### src/rtl/ssd_driver.sv
// ssd_driver: 13-bit binary value to a 4-digit common-anode seven-segment display.
// A sequential double-dabble engine converts a changed input into four BCD
// digits, which are then time-multiplexed onto the shared cathodes.
module ssd_driver #(
  parameter int unsigned REFRESH_BITS = 20,
  parameter bit          BLANK_LZ     = 1'b1
) (
  input  logic        clk,
  input  logic        reset,
  input  logic [12:0] num,
  output logic [3:0]  anode,
  output logic [6:0]  cathode,
  output logic        busy
);

  typedef enum logic [1:0] {
    S_IDLE,
    S_CONV,
    S_DONE
  } state_t;

  localparam logic [REFRESH_BITS-1:0] CNT_ONE = {{(REFRESH_BITS-1){1'b0}}, 1'b1};

  state_t            state_q, state_d;
  logic [12:0]       shadow_q, shadow_d;
  logic [12:0]       shreg_q, shreg_d;
  logic [15:0]       bcd_q, bcd_d;
  logic [15:0]       bcd_adj;
  logic [3:0]        bitcnt_q, bitcnt_d;
  logic [15:0]       digits_q, digits_d;
  logic              busy_q, busy_d;

  logic [REFRESH_BITS-1:0] refresh_q, refresh_d;
  logic [1:0]        sel;
  logic [3:0]        blank;
  logic [3:0]        cur_digit;
  logic [3:0]        anode_q, anode_d;
  logic [6:0]        cathode_q, cathode_d;

  // Segment pattern {g..a}, active-low; out-of-range nibbles stay dark.
  function automatic logic [6:0] seg7(input logic [3:0] v);
    logic [6:0] s;
    case (v)
      4'd0:    s = 7'b1000000;
      4'd1:    s = 7'b1111001;
      4'd2:    s = 7'b0100100;
      4'd3:    s = 7'b0110000;
      4'd4:    s = 7'b0011001;
      4'd5:    s = 7'b0010010;
      4'd6:    s = 7'b0000010;
      4'd7:    s = 7'b1111000;
      4'd8:    s = 7'b0000000;
      4'd9:    s = 7'b0010000;
      default: s = 7'b1111111;
    endcase
    return s;
  endfunction

  // Double-dabble correction: every BCD nibble >= 5 gets +3 before the shift.
  always_comb begin
    bcd_adj = bcd_q;
    for (int unsigned i = 0; i < 4; i++) begin
      if (bcd_q[4*i +: 4] >= 4'd5) begin
        bcd_adj[4*i +: 4] = bcd_q[4*i +: 4] + 4'd3;
      end
    end
  end

  // Conversion FSM next-state and datapath.
  always_comb begin
    state_d  = state_q;
    shadow_d = shadow_q;
    shreg_d  = shreg_q;
    bcd_d    = bcd_q;
    bitcnt_d = bitcnt_q;
    digits_d = digits_q;
    busy_d   = busy_q;
    case (state_q)
      S_IDLE: begin
        if (num != shadow_q) begin
          shreg_d  = num;
          shadow_d = num;
          bcd_d    = '0;
          bitcnt_d = '0;
          busy_d   = 1'b1;
          state_d  = S_CONV;
        end
      end
      S_CONV: begin
        {bcd_d, shreg_d} = {bcd_adj, shreg_q} << 1;
        bitcnt_d = bitcnt_q + 4'd1;
        if (bitcnt_q == 4'd12) begin
          state_d = S_DONE;
        end
      end
      S_DONE: begin
        digits_d = bcd_q;
        busy_d   = 1'b0;
        state_d  = S_IDLE;
      end
      default: begin
        state_d = S_IDLE;
      end
    endcase
  end

  // Conversion state registers.
  always_ff @(posedge clk or posedge reset) begin
    if (reset) begin
      state_q  <= S_IDLE;
      shadow_q <= '0;
      shreg_q  <= '0;
      bcd_q    <= '0;
      bitcnt_q <= '0;
      digits_q <= '0;
      busy_q   <= 1'b0;
    end else begin
      state_q  <= state_d;
      shadow_q <= shadow_d;
      shreg_q  <= shreg_d;
      bcd_q    <= bcd_d;
      bitcnt_q <= bitcnt_d;
      digits_q <= digits_d;
      busy_q   <= busy_d;
    end
  end

  // Scan selection, leading-zero blanking and the next pin values.
  always_comb begin
    refresh_d = refresh_q + CNT_ONE;
    sel       = refresh_q[REFRESH_BITS-1 -: 2];
    blank[3]  = BLANK_LZ && (digits_q[15:12] == 4'd0);
    blank[2]  = blank[3] && (digits_q[11:8] == 4'd0);
    blank[1]  = blank[2] && (digits_q[7:4] == 4'd0);
    blank[0]  = 1'b0;
    cur_digit = digits_q[{sel, 2'b00} +: 4];
    anode_d   = ~(4'b0001 << sel);
    cathode_d = blank[sel] ? '1 : seg7(cur_digit);
  end

  // Refresh counter and registered display pins.
  always_ff @(posedge clk or posedge reset) begin
    if (reset) begin
      refresh_q <= '0;
      anode_q   <= '1;
      cathode_q <= '1;
    end else begin
      refresh_q <= refresh_d;
      anode_q   <= anode_d;
      cathode_q <= cathode_d;
    end
  end

  assign anode   = anode_q;
  assign cathode = cathode_q;
  assign busy    = busy_q;

endmodule

### config.mk
export PLATFORM = sky130hd
export DESIGN_NAME = ssd_driver
export DESIGN_NICKNAME = d
export VERILOG_FILES = /design/src/rtl/ssd_driver.sv
export SDC_FILE = /design/constraint.sdc
export NUM_CORES = 1
export LEC_CHECK = 0
export BUFFER_PORTS_ARGS = -buffer_cell sky130_fd_sc_hd__buf_2
export CELL_PAD_IN_SITES_DETAIL_PLACEMENT = 2
export CELL_PAD_IN_SITES_GLOBAL_PLACEMENT = 2
export CORE_MARGIN = 4
export CORE_UTILIZATION = 40
export CTS_CLUSTER_DIAMETER = 120
export DETAILED_ROUTE_END_ITERATION = 10
export MAX_ROUTING_LAYER = met4
export PLACE_DENSITY_LB_ADDON = 0.2
export SYNTH_ARGS = -nofsm -noshare
export SYNTH_HDL_FRONTEND = slang
export SYNTH_SLANG_ARGS = --single-unit
### constraint.sdc
create_clock -name clk -period 5.34 [get_ports clk]
set_clock_uncertainty 0.1 [all_clocks]
set_input_delay 0.534 -clock clk [delete_from_list [all_inputs] [get_ports clk]]
set_output_delay 0.534 -clock clk [all_outputs]
set_load 0.01 [all_outputs]
Word level (Yosys, flattened, before mapping)
Memory sizes are Yosys's and may differ from the RTL's.
Index checks and enable logic that the tools add are counted.
{"block": "classes", "add_sub_neg": 6, "n_mul": 0, "div_mod_pow": 0, "magnitude_cmp": 5, "eq_ne": 6, "shift": 2, "n_mux": 18, "n_bitwise": 1, "reduce_logical": 12}
{"cell": "one-hot mux 16 bit (2 select lines)", "n": 1}
{"cell": "one-hot mux 13 bit (2 select lines)", "n": 1}
{"cell": "adder 20 x 1 -> 20 bit, second input constant", "n": 1}
{"cell": "greater-or-equal comparator 4 x 3 -> 1 bit, second input constant", "n": 4}
{"cell": "2-to-1 mux 16 bit", "n": 1}
{"cell": "2-to-1 mux 4 bit", "n": 4}
{"cell": "variable part select 16 x 5 -> 4 bit", "n": 1}
{"cell": "2-to-1 mux 13 bit", "n": 1}
{"cell": "!= test 13 bit", "n": 1}
{"cell": "adder 4 x 2 -> 4 bit, second input constant", "n": 3}
{"cell": "logical NOT 4 bit", "n": 3}
{"cell": "one-hot mux 4 bit (2 select lines)", "n": 1}
{"cell": "AND reduction 2 bit", "n": 4}
{"cell": "2-to-1 mux 7 bit", "n": 1}
{"cell": "adder 4 x 1 -> 4 bit, second input constant", "n": 1}
{"cell": "== test 4 bit, second input constant", "n": 1}
{"cell": "2-to-1 mux 2 bit", "n": 2}
{"cell": "!= test 2 bit, second input constant", "n": 2}
{"cell": "inverter 4 bit", "n": 1}
{"cell": "one-hot mux 2 bit (2 select lines)", "n": 1}
{"cell": "nonzero test 2 bit", "n": 2}
{"cell": "left shift 1 x 2 -> 4 bit, first input constant", "n": 1}
{"cell": "adder 3 x 2 -> 3 bit, second input constant", "n": 1}
{"cell": "< comparator 2 x 3 -> 1 bit, second input constant", "n": 1}
{"cell": "8 further kinds", "n": 10}
{"block": "word_totals", "reg_bits": 96, "latch_bits": 0, "ramBits": 0, "rom_bits": 112, "in_bits": 15, "output_inout_bits": 12, "elab_cells": 61, "memories": 1}
{"memory": "(no name shown)", "words": 16, "width": 7, "read_ports": 1, "rd_ports_with_merged_regs": 0, "wr": 0, "line": "43", "text": "case (v)"}

Longest topological paths before layout
{"block": "logic_depth", "ltp_word": 6, "depth_mapped": 7, "ltp_nobuf": 7}

Least setup slack after synthesis
No wires, ideal clock.
{"block": "synth_timing", "path_type": "input-to-reg", "startpoint": "input num[4]", "endpoint": "register shadow_q[0]", "setup_time_ns": 0.125, "t_arrival_ns": 1.827, "required_time_ns": 5.115, "path_slack_ns": 3.288, "cell_stages": 6, "n_path_buf": 2, "cell_sequence": "xor2_1 -> nor4_4 -> a211o_1 -> buf_6 -> buf_8 -> mux2_4"}
{"block": "synth_via", "elab_chain_len": 2}
{"item": "from (decl)", "line": "10", "text": "input logic [12:0] num,"}
{"item": "!= test 13 bit", "line": "80", "text": "if (num != shadow_q) begin"}
{"item": "AND reduction 2 bit (no line)"}
{"item": "to (signal assigned)", "line": "119", "text": "shadow_q <= shadow_d;"}
{"item": "to (decl)", "line": "25", "text": "logic [12:0] shadow_q, shadow_d;"}
No other way between the ends.
A chain may end at the register's enable or synchronous reset.

Worst setup path in the final report
{"block": "layout_timing", "startpoint": "register shadow_q[3]", "endpoint": "register shadow_q[8]"}
{"block": "layout_via", "elab_chain_len": 2}
{"item": "!= test 13 bit", "line": "80"}
{"item": "AND reduction 2 bit (no line)"}
No other way between the ends.

==> flow_summary.ini <==
[outcome]
status = finished clean

[setup_path]
cp.required_ps = 5470
cp_max_fo = 26
ff2ff_setup_slack_ps = 2260
crit_buf_inv = 0
critPathMaxStageDelay_ps = 950
slowest_stage = a211o_1
cp-end-kind = flip-flop
path_cells = xnor2_1, nand4_1, nor4_4, a211o_1, mux2_2
crit_arrival_ps = 3210
cp-start-kind = flip-flop
cp_top_family = compound AO/OA/AOI/OAI gates
worstSetupPathType = reg2reg

[floorplanning]
rows = 39
initial_core_util_pct = 41.0
core_sq_um = 11400
die_y_um = 116
ios = 27
die_area_sq_um = 13500
fp.dieW_um = 116

[place]
post_dp_cell_area_sq_um = 4920
pre_cts_ws_ps = 2020
gp_congestion = 0.746
hpwl_mm = 7.35
io_buffers = 26

[cts]
clock-sinks = 96
cts_root_buffer = clkbuf_16
ctsHoldBuffers = 0
cts_buffer_depth = 2
post-cts-setup-buffer-count = 0
cts_buffers = 9
htreeDepth = 3
cts_resized = 0
clk_pin_slew_ps = 70
insertion_delay_ps = 350
cts_tree = yes

[job]
drv_cap = 0

[synthesis]
yosysTopAreaCell = dfrtp_1
synth_area_leaders = dfrtp_1 45%, dfstp_2 6.2%, mux2_2 5.5%, xnor2_1 5.0%, ha_1 4.3%
synthCells = 407
yosysSeqAreaShare_pct = 51.6
synth_edf_count = 0
synth_top_area_share_pct = 45.4
yosysWarnings = 0
synth.most_common_cell = dfrtp_1
post_synth.cell_area_avg_sq_um = 11.5
ys.flop_type = dfrtp_1
syn_area_sq_um = 4680
synth_nets = 438
synth_common_cells = 85 x dfrtp_1, 28 x inv_1, 28 x nand2_1
ys_ff_latch = 96
ys_types = 43
async_flop_share_pct = 100

[power]
powerDensity_nw_per_um2 = 550
power_mw = 2.87
leakage_nw = 2.36
ir_drop_mv = 0.232

[grt]
grt_max_degree = 53
grt_pass1_wl_mm = 19.3
grt_pass1_vias = 3652
grt_antenna_before_repair = 0
grtUsageTotal_pct = 18.9
gr-total-overflow = 0

[drt]
drt-wirelength-per-cell_um = 19.6
vias = 3214
drc = 0
routed_via_density = 5.58
dr.pass1.iters = 4
drt-total-wl_mm = 11.3
drtIter0Drc = 173
antenna_left = 0

[final_layout]
diodes = 0
regArea_sq_um = 2420
nFillCells = 1178
final_nets = 459
drive_gt1_share_pct = 22.2
multi_input_area_sq_um = 2050
utilization_pct = 45.8
final_area_sq_um = 5230
syn_to_final_growth_pct = 11.7

[timing]
tightest_slew_ps = 1070
setup_ws_ps = 2260
setup_viol = 0
slew_headroom_pct = 28.9
grt_setup_unrepaired = false
min_period_over_period_pct = 57.6
period_minus_slack_ps = 3080
finalSetupTns_ps = 0
hold_viol = 0
maxSlewViolCount = 0
fmax_ghz = 0.325

[min_path]
worstHoldPathType = in2async
## metrics by stage
step,hold slack (ps),std cells
after floorplan,334,407
after global placement,349,560
after detailed placement,366,560
after CTS,185,576
after global routing,208,576
final,151,576
## logic make-up after synthesis
logic type / synth area share (%)
compound gates: 11.6
simple gates: 10.7
xor+xnor: 6.73
buf+inv: 4.54
flops: 51.6
mux: 10.6
fa+ha+maj: 4.27
## cell type report
type	count	area share, %
tap	143	3.42
timing repair buffer	30	3.06
clock buffer	11	5.26
multi-input combinational	262	39.3
sequential	96	46.2
clock inverter	5	0.646
inverter	29	2.13
## worst paths after layout
kind / from / endpoint / cells after the start
max: shadow_q[3] / shadow_q[8] / 5
min: reset / bitcnt_q[0] / 2
max reg2reg: shadow_q[3] / shadow_q[8] / 5
min reg2reg: refresh_q[14] / refresh_q[14] / 1
max in group asynchronous: reset / refresh_q[12] / 3
min in group clk: num[12] / shadow_q[12] / 2
## cells in the final DEF (no fill, tap or decap), types with 3 or more instances in the layout
cell        n
mux2_4      7
buf_4       4
xor2_1      9
o21ai_0    16
mux2_2     23
o211ai_1   13
nand2b_1    7
inv_1      27
dfstp_2    11
mux4_2      4
buf_2      26
dfrtp_1    85
clkbuf_16  11
a21o_1      3
nor2_1     14
a21oi_1    10
and3_1      3
mux2i_1     4
ha_1       16
nand4_1    18
nor3_1      3
nand2_1    28
nand3_1    11
xnor2_1    27
a22oi_1    12
a22o_1     14
o2bb2ai_1   4
## metal layers
layer  vias to the layer above  GRT usage (%)  routed length [um]
met1                      1689           23.3                4940
met4                         0           5.80                 153
met5                         -              -                   0
met2                        33           32.3                5950
li1                       1478              -                   -
met3                        14           2.49                 215
## sequential cells by signal, indices dropped and copies added (netlist names)
name	count
anode	4
busy	1
state_q	2
refresh_q	20
bitcnt_q	4
cathode	7
shreg_q	13
bcd_q	16
digits_q	16
shadow_q	13
## power breakdown
group	switching [mW]	total [mW]	internal (mW)
clock network	0.292	0.667	0.374
logic	0.503	0.987	0.484
registers	0.234	1.22	0.987
total	1.03	2.87	1.84
Power figures use the tool's default switching activity.
